`config.mk`:
```
export PLATFORM = sky130hd
export DESIGN_NAME = seg7_scan_driver
export DESIGN_NICKNAME = d
export VERILOG_FILES = /design/src/rtl/seg7_scan_driver.sv
export SDC_FILE = /design/constraint.sdc
export NUM_CORES = 1
export LEC_CHECK = 0
export CORE_MARGIN = 10
export CORE_UTILIZATION = 56
export CTS_CLUSTER_SIZE = 40
export DETAILED_ROUTE_END_ITERATION = 10
export MAX_ROUTING_LAYER = met4
export PLACE_DENSITY = 0.84
export SLEW_MARGIN = 25
export SYNTH_ARGS = -nofsm -noshare
export SYNTH_HDL_FRONTEND = slang
export SYNTH_SLANG_ARGS = --single-unit
```
`constraint.sdc`:
```
create_clock -name clk -period 5.94 [get_ports clk]
set_input_delay 1.188 -clock clk [delete_from_list [all_inputs] [get_ports clk]]
set_output_delay 1.188 -clock clk [all_outputs]
set_load 0.005 [all_outputs]
```
`src/rtl/seg7_scan_driver.sv`:
```
// Time-multiplexed hex driver for a common-anode 7-segment display, fed from a load-strobed shadow register.
// Optional build macro SEG7_LZ_BLANK_EN: blank leading-zero digits above digit 0.
module seg7_scan_driver #(
    parameter int unsigned SCAN_DIV = 100000,
    parameter int unsigned DIGITS   = 8
) (
    input  logic                  clk,
    input  logic                  rst,
    input  logic [4*DIGITS-1:0]   data,
    input  logic                  load,
    output logic [DIGITS-1:0]     an,
    output logic [6:0]            seg
);
    localparam int unsigned DW = 4 * DIGITS;
    localparam int unsigned CW = (SCAN_DIV > 1) ? $clog2(SCAN_DIV) : 1;
    localparam int unsigned IW = (DIGITS > 1) ? $clog2(DIGITS) : 1;
    localparam logic [CW-1:0] CNT_LAST = CW'(SCAN_DIV - 1);
    localparam logic [IW-1:0] IDX_LAST = IW'(DIGITS - 1);

    logic [DW-1:0]     shadow_q, shadow_d;
    logic [CW-1:0]     cnt_q, cnt_d;
    logic [IW-1:0]     idx_q, idx_d;
    logic [DIGITS-1:0] an_q, an_d;
    logic [6:0]        seg_q, seg_d;
    logic [3:0]        nib;

    function automatic logic [6:0] hex7(input logic [3:0] n);
        logic [6:0] g;
        case (n)
            4'h0: g = 7'h40;
            4'h1: g = 7'h79;
            4'h2: g = 7'h24;
            4'h3: g = 7'h30;
            4'h4: g = 7'h19;
            4'h5: g = 7'h12;
            4'h6: g = 7'h02;
            4'h7: g = 7'h78;
            4'h8: g = 7'h00;
            4'h9: g = 7'h10;
            4'hA: g = 7'h08;
            4'hB: g = 7'h03;
            4'hC: g = 7'h46;
            4'hD: g = 7'h21;
            4'hE: g = 7'h06;
            default: g = 7'h0E;
        endcase
        return g;
    endfunction

    // Next state: shadow capture, prescaler/digit advance, and registered output decode of the current state.
    always_comb begin
        shadow_d = shadow_q;
        cnt_d    = cnt_q;
        idx_d    = idx_q;
        nib      = 4'(shadow_q >> {idx_q, 2'b00});
        an_d     = ~(DIGITS'(1) << idx_q);
        seg_d    = hex7(nib);

        if (load) begin
            shadow_d = data;
        end

        if (cnt_q == CNT_LAST) begin
            cnt_d = '0;
            idx_d = (idx_q == IDX_LAST) ? '0 : idx_q + IW'(1);
        end else begin
            cnt_d = cnt_q + CW'(1);
        end

`ifdef SEG7_LZ_BLANK_EN
        if ((idx_q != '0) && ((shadow_q >> {idx_q, 2'b00}) == '0)) begin
            seg_d = 7'h7F;
        end
`endif
    end

    always_ff @(posedge clk) begin
        if (rst) begin
            shadow_q <= '0;
            cnt_q    <= '0;
            idx_q    <= '0;
            an_q     <= '1;
            seg_q    <= 7'h7F;
        end else begin
            shadow_q <= shadow_d;
            cnt_q    <= cnt_d;
            idx_q    <= idx_d;
            an_q     <= an_d;
            seg_q    <= seg_d;
        end
    end

    assign an  = an_q;
    assign seg = seg_q;

endmodule
```
# ---- After elaboration in Yosys (flattened, before gate mapping)
# Memory sizes are Yosys's and may differ from the RTL's. A register that Yosys moved wholly into a read port is not among the register bits.
# Cells that the tools add are included.
dict set report totals {
  regBits 60
  latchBits 0
  ramBits 0
  romBits 112
  out_inout_bits 15
  memories 1
}
dict set report classes {
  add_sub_neg 2
  mul 0
  div_mod_pow 0
  magnitude_cmp 0
  eq_ne 2
  shift 2
  n_mux 1
  bitwise_logic 1
  reduce_logical 1
}
# memory depth word_bits rd rd_clocked_by_memory_dff write_ports line_no
set mem_list {}
lappend mem_list {{(no name shown)} 16 7 1 1 0 29} ;# case (n)
# cell count
set op_table {}
lappend op_table {{>> shifter 32 x 5 -> 4 bit} 1}
lappend op_table {{adder 17 x 1 -> 17 bit (second input constant)} 1}
lappend op_table {{equality test 17 bit (second input constant)} 1}
lappend op_table {{NOT 8 bit} 1}
lappend op_table {{left shift 1 x 3 -> 8 bit (first input constant)} 1}
lappend op_table {{adder 3 x 1 -> 3 bit (second input constant)} 1}
lappend op_table {{equality test 3 bit (second input constant)} 1}
lappend op_table {{two-way mux 3 bit} 1}
lappend op_table {{OR reduction 2 bit} 1}

# ---- Depth between registers and ports, before layout
dict set report logic_depth {
  depth_word 2
  ltp_mapped 8
  ltp_nobuf 7
}

# ---- Least setup slack after synthesis
# OpenSTA, ideal clock, no wires.
dict set report synth_timing {
  kind {input to register}
  from {in load}
  to {reg shadow_q[10]}
  arrival_ns 2.115
  setup_slack_ns 3.697
  path_stages 4
  n_path_buf 2
  cell_sequence {clkbuf_1 > buf_1 > mux2i_1 > nor2_1}
}
# element line_no
set synth_lines {}
lappend synth_lines {{start: declaration} 10} ;# input logic load,
lappend synth_lines {{end signal: assignment} 85} ;# shadow_q <= shadow_d;
lappend synth_lines {{end: declaration} 20} ;# logic [DW-1:0] shadow_q, shadow_d;

# ---- Worst setup path in the final report
dict set report layout_timing {
  from {reg idx_q[0]}
  to {reg seg_q[0] (netlist: seg[0])}
}
dict set report layout_between {
  elab_chain_len 1
}
# element line_no
set layout_lines {}
lappend layout_lines {{start: declaration} 22} ;# logic [IW-1:0] idx_q, idx_d;
lappend layout_lines {{start signal: assignment} 87} ;# idx_q <= idx_d;
lappend layout_lines {{>> shifter 32 x 5 -> 4 bit} 55} ;# nib = 4'(shadow_q >> {idx_q, 2'b00});
lappend layout_lines {{end: declaration} 24} ;# logic [6:0] seg_q, seg_d;
# Every way passes these cells.
# A chain may end at the register's enable or synchronous reset.

==> reports/qor.csv <==
stage,metric,value,unit
outcome,status,"finished, final reports clean",
logic_synthesis,synth-async-reset-ratio,0,
routing,vias_per_cell,5.28,
clock_tree,holdBufCountCts,0,
timing,tightest_slew,922,ps
die,chipHeight,92.5,µm
timing,max_freq,0.373,GHz
logic_synthesis,syn_area_per_cell,10.0,µm²
pwr,switchingPower,209,µW
global_route,track_usage,0.155,
critical_path,critPathLaunch,idx_q[0],
routing,postRouteWirelength,6090,µm
place,place.gp.congestion,0.863,
cells_and_area,n_antenna_cell,0,
pwr,comb_power_share,0.102,
clock_tree,clkTransAtPathRegs,70,ps
routing,drtPass1Iterations,4,
logic_synthesis,ys.flop_type,dfxtp_1,
die,start_util,0.577,
critical_path,end_kind,register,
timing,hold_slack,448,ps
clock_tree,post_cts_buffers,0,
critical_path,reg2reg_to,seg[0],
min_path,hp-class,reg2reg,
logic_synthesis,synth_top_family_by_area,multiplexers,
logic_synthesis,yosysWarnings,0,
critical_path,cp_data_arrival_time,2900,ps
timing,max-slew-margin-rel,0.385,
logic_synthesis,yosysTopAreaCell,dfxtp_1,
die,core_area,5110,µm²
global_route,grt_first_pass_wirelength,10500,µm
logic_synthesis,yosysUniqueCellTypes,40,
cells_and_area,nets,389,
logic_synthesis,yosys.area_share.simple,0.158,
pwr,power_frac_seq,0.513,
routing,route.detailed.drc,0,
place,portBuffers,49,
critical_path,required,6160,ps
die,rows,26,
routing,wl_per_cell,14.7,µm
clock_tree,cts_root_buffer,clkbuf_8,
die,io_pins,50,
global_route,antenna_found_initial,0,
logic_synthesis,synth-seq-area-share,0.455,
critical_path,start_kind,register,
critical_path,r2r_start,idx_q[0],
logic_synthesis,synthMuxAreaShare,0.201,
min_path,min_to,cnt_q[0],
logic_synthesis,synth_fa_ha_area_frac,0.0552,
global_route,use_met3,0.0589,
clock_tree,cts_tree,yes,
pwr,pwr-share-clk,0.385,
global_route,grt_overflow,0,
global_route,grtUsageMet2,0.253,
routing,drtIter0Drc,63,
logic_synthesis,synth_area,2950,µm²
pwr,leakage,1.50,nW
pwr,intPower,723,µW
clock_tree,numCtsBuffers,9,
timing,final.min_clock_period,2680,ps
critical_path,r2r_slack,3260,ps
pwr,ir_worst_vdd,207,µV
cells_and_area,area_growth,23.2,%
timing,finalSetupViolations,0,
routing,drtAntennaViolNets,0,
timing,rsz0062_at_grt,no,
critical_path,cp_max_fo,15,
cells_and_area,postLayoutCoreUtil,0.711,
die,die_w,92.5,µm
cells_and_area,drive_above_1_share,0.0843,
timing,finalMaxSlewViolations,0,
logic_synthesis,synth_compound_area_frac,0.0467,
timing,skew,10.9,ps
logic_synthesis,ys_ff_latch,67,
clock_tree,clock_path_buffers,2,
clock_tree,cts.sinks,67,
place,hpwl,4410,µm
global_route,grt_max_degree,42,
logic_synthesis,yosysTopAreaCellShare,0.455,
logic_synthesis,yosys-top-cells-area,"dfxtp_1 46%, mux2i_1 14%, nor2_1 8.3%, ha_1 5.5%, mux4_2 4.6%",
global_route,use_met1,0.174,
clock_tree,h-tree-depth,3,
critical_path,r2r_cells,5,
pwr,p_per_area,257,nW/µm²
logic_synthesis,synth_xor_area_frac,0.0446,
clock_tree,clk_latency,340,ps
logic_synthesis,synth.net_count,342,
timing,hold_viol_final,0,
timing,setup-tns-final,0,ps
die,die_area,8560,µm²
global_route,grt_pass1_vias,2304,
clock_tree,postCtsResizedCells,0,
min_path,min_path_cells,1,
run,cap_violations,0,
timing,fin_crit_sh,0.451,
global_route,busiest_layer,met2,
min_path,hp-start,cnt_q[0],
critical_path,crit_type,reg2reg,
cells_and_area,design_area,3630,µm²
pwr,netSwitchingFraction,0.224,
place,postPlaceCellArea,3440,µm²
routing,vias,2185,
logic_synthesis,synth-edff-count,0,
logic_synthesis,synthCells,294,
## worst max-delay path: stages (launching register included)
cell and delay, ps:
dfxtp_1 790, mux4_2 610, mux2i_2 560, o21ai_0 320, a21oi_1 190, o21ai_0 80
## power groups by stage
stage                     clock [mW]  sequential [mW]  combinational (mW)
final                          0.359            0.478              0.0949
after global routing           0.381            0.480               0.105
after CTS                      0.367            0.478              0.0952
after floorplan                    0            0.486              0.0538
after detailed placement           0            0.488              0.0943
after global placement             0            0.488              0.0918
## worst max-delay path by stage
stage | endpoint | slack (ps) | depth (start not counted)
floorplan | shadow_q[10] | 3700 | 4
global placement | seg[0] | 3130 | 5
detailed placement | seg[0] | 3040 | 5
CTS | seg[0] | 3020 | 5
global route | seg[0] | 3060 | 5
finish | seg[0] | 3260 | 5
## cell usage after synthesis, types with 3 or more instances
| cell | instances |
|---|---|
| mux2_2 | 4 |
| ha_1 | 13 |
| xnor2_1 | 6 |
| xor2_1 | 9 |
| clkbuf_1 | 7 |
| and3_1 | 4 |
| o221ai_1 | 4 |
| dfxtp_1 | 67 |
| nand4_1 | 3 |
| buf_1 | 3 |
| mux2i_1 | 41 |
| o21ai_0 | 6 |
| nand2_1 | 21 |
| mux4_2 | 6 |
| inv_1 | 9 |
| nor2_1 | 65 |
## cells by family (layout without fill, tap and decap cells)
| logic type | Yosys count | in the layout |
|---|---|---|
| XOR/XNOR | 15 | 15 |
| flip-flops | 67 | 67 |
| AND/OR/NAND/NOR | 105 | 105 |
| multiplexers | 51 | 51 |
| adder cells (fa/ha/maj) | 13 | 13 |
| buffers and inverters | 23 | 73 |
| AO/OA/AOI/OAI | 20 | 20 |
## metrics by stage
stage / std cells / total power, mW / setup WS [ps]
final: 414 / 0.932 / 3260
after floorplan: 294 / 0.540 / 3700
after CTS: 414 / 0.940 / 3020
after global placement: 400 / 0.579 / 3130
after detailed placement: 400 / 0.582 / 3040
after global routing: 414 / 0.966 / 3060
## layout by cell type, fill, tap and decap left out, types with 2 or more instances in the layout
cell type	n
dfxtp_1	67
nor2_1	65
clkdlybuf4s50_1	48
mux2i_1	40
nand2_1	21
ha_1	13
clkbuf_8	10
inv_1	9
xor2_1	9
mux4_2	6
xnor2_1	6
o21ai_0	6
mux2_2	4
and3_1	4
o221ai_1	4
nand4_1	3
nand3_1	2
a21oi_1	2
clkinv_2	2
## state kept, by name, summed over array words and instances, names as in the netlist
signal	count
shadow_q	32
cnt_q	17
seg	7
an	8
idx_q	3
## layer usage
| layer | routed length (µm) | vias to the layer above |
|---|---|---|
| met5 | 0 | - |
| met4 | 71 | 0 |
| met3 | 237 | 8 |
| met2 | 3040 | 48 |
| met1 | 2740 | 1040 |
| li1 | - | 1089 |
## cell type report
class                      count  area, µm²
inverter                       9       33.8
sequential                    67       1340
clock buffer                  11        141
clock inverter                 3       40.0
tap                           70       87.6
fill                         413       1480
multi-input combinational    204       1490
timing repair buffer          50        493
Note: power is estimated with default switching activity, not from simulation.
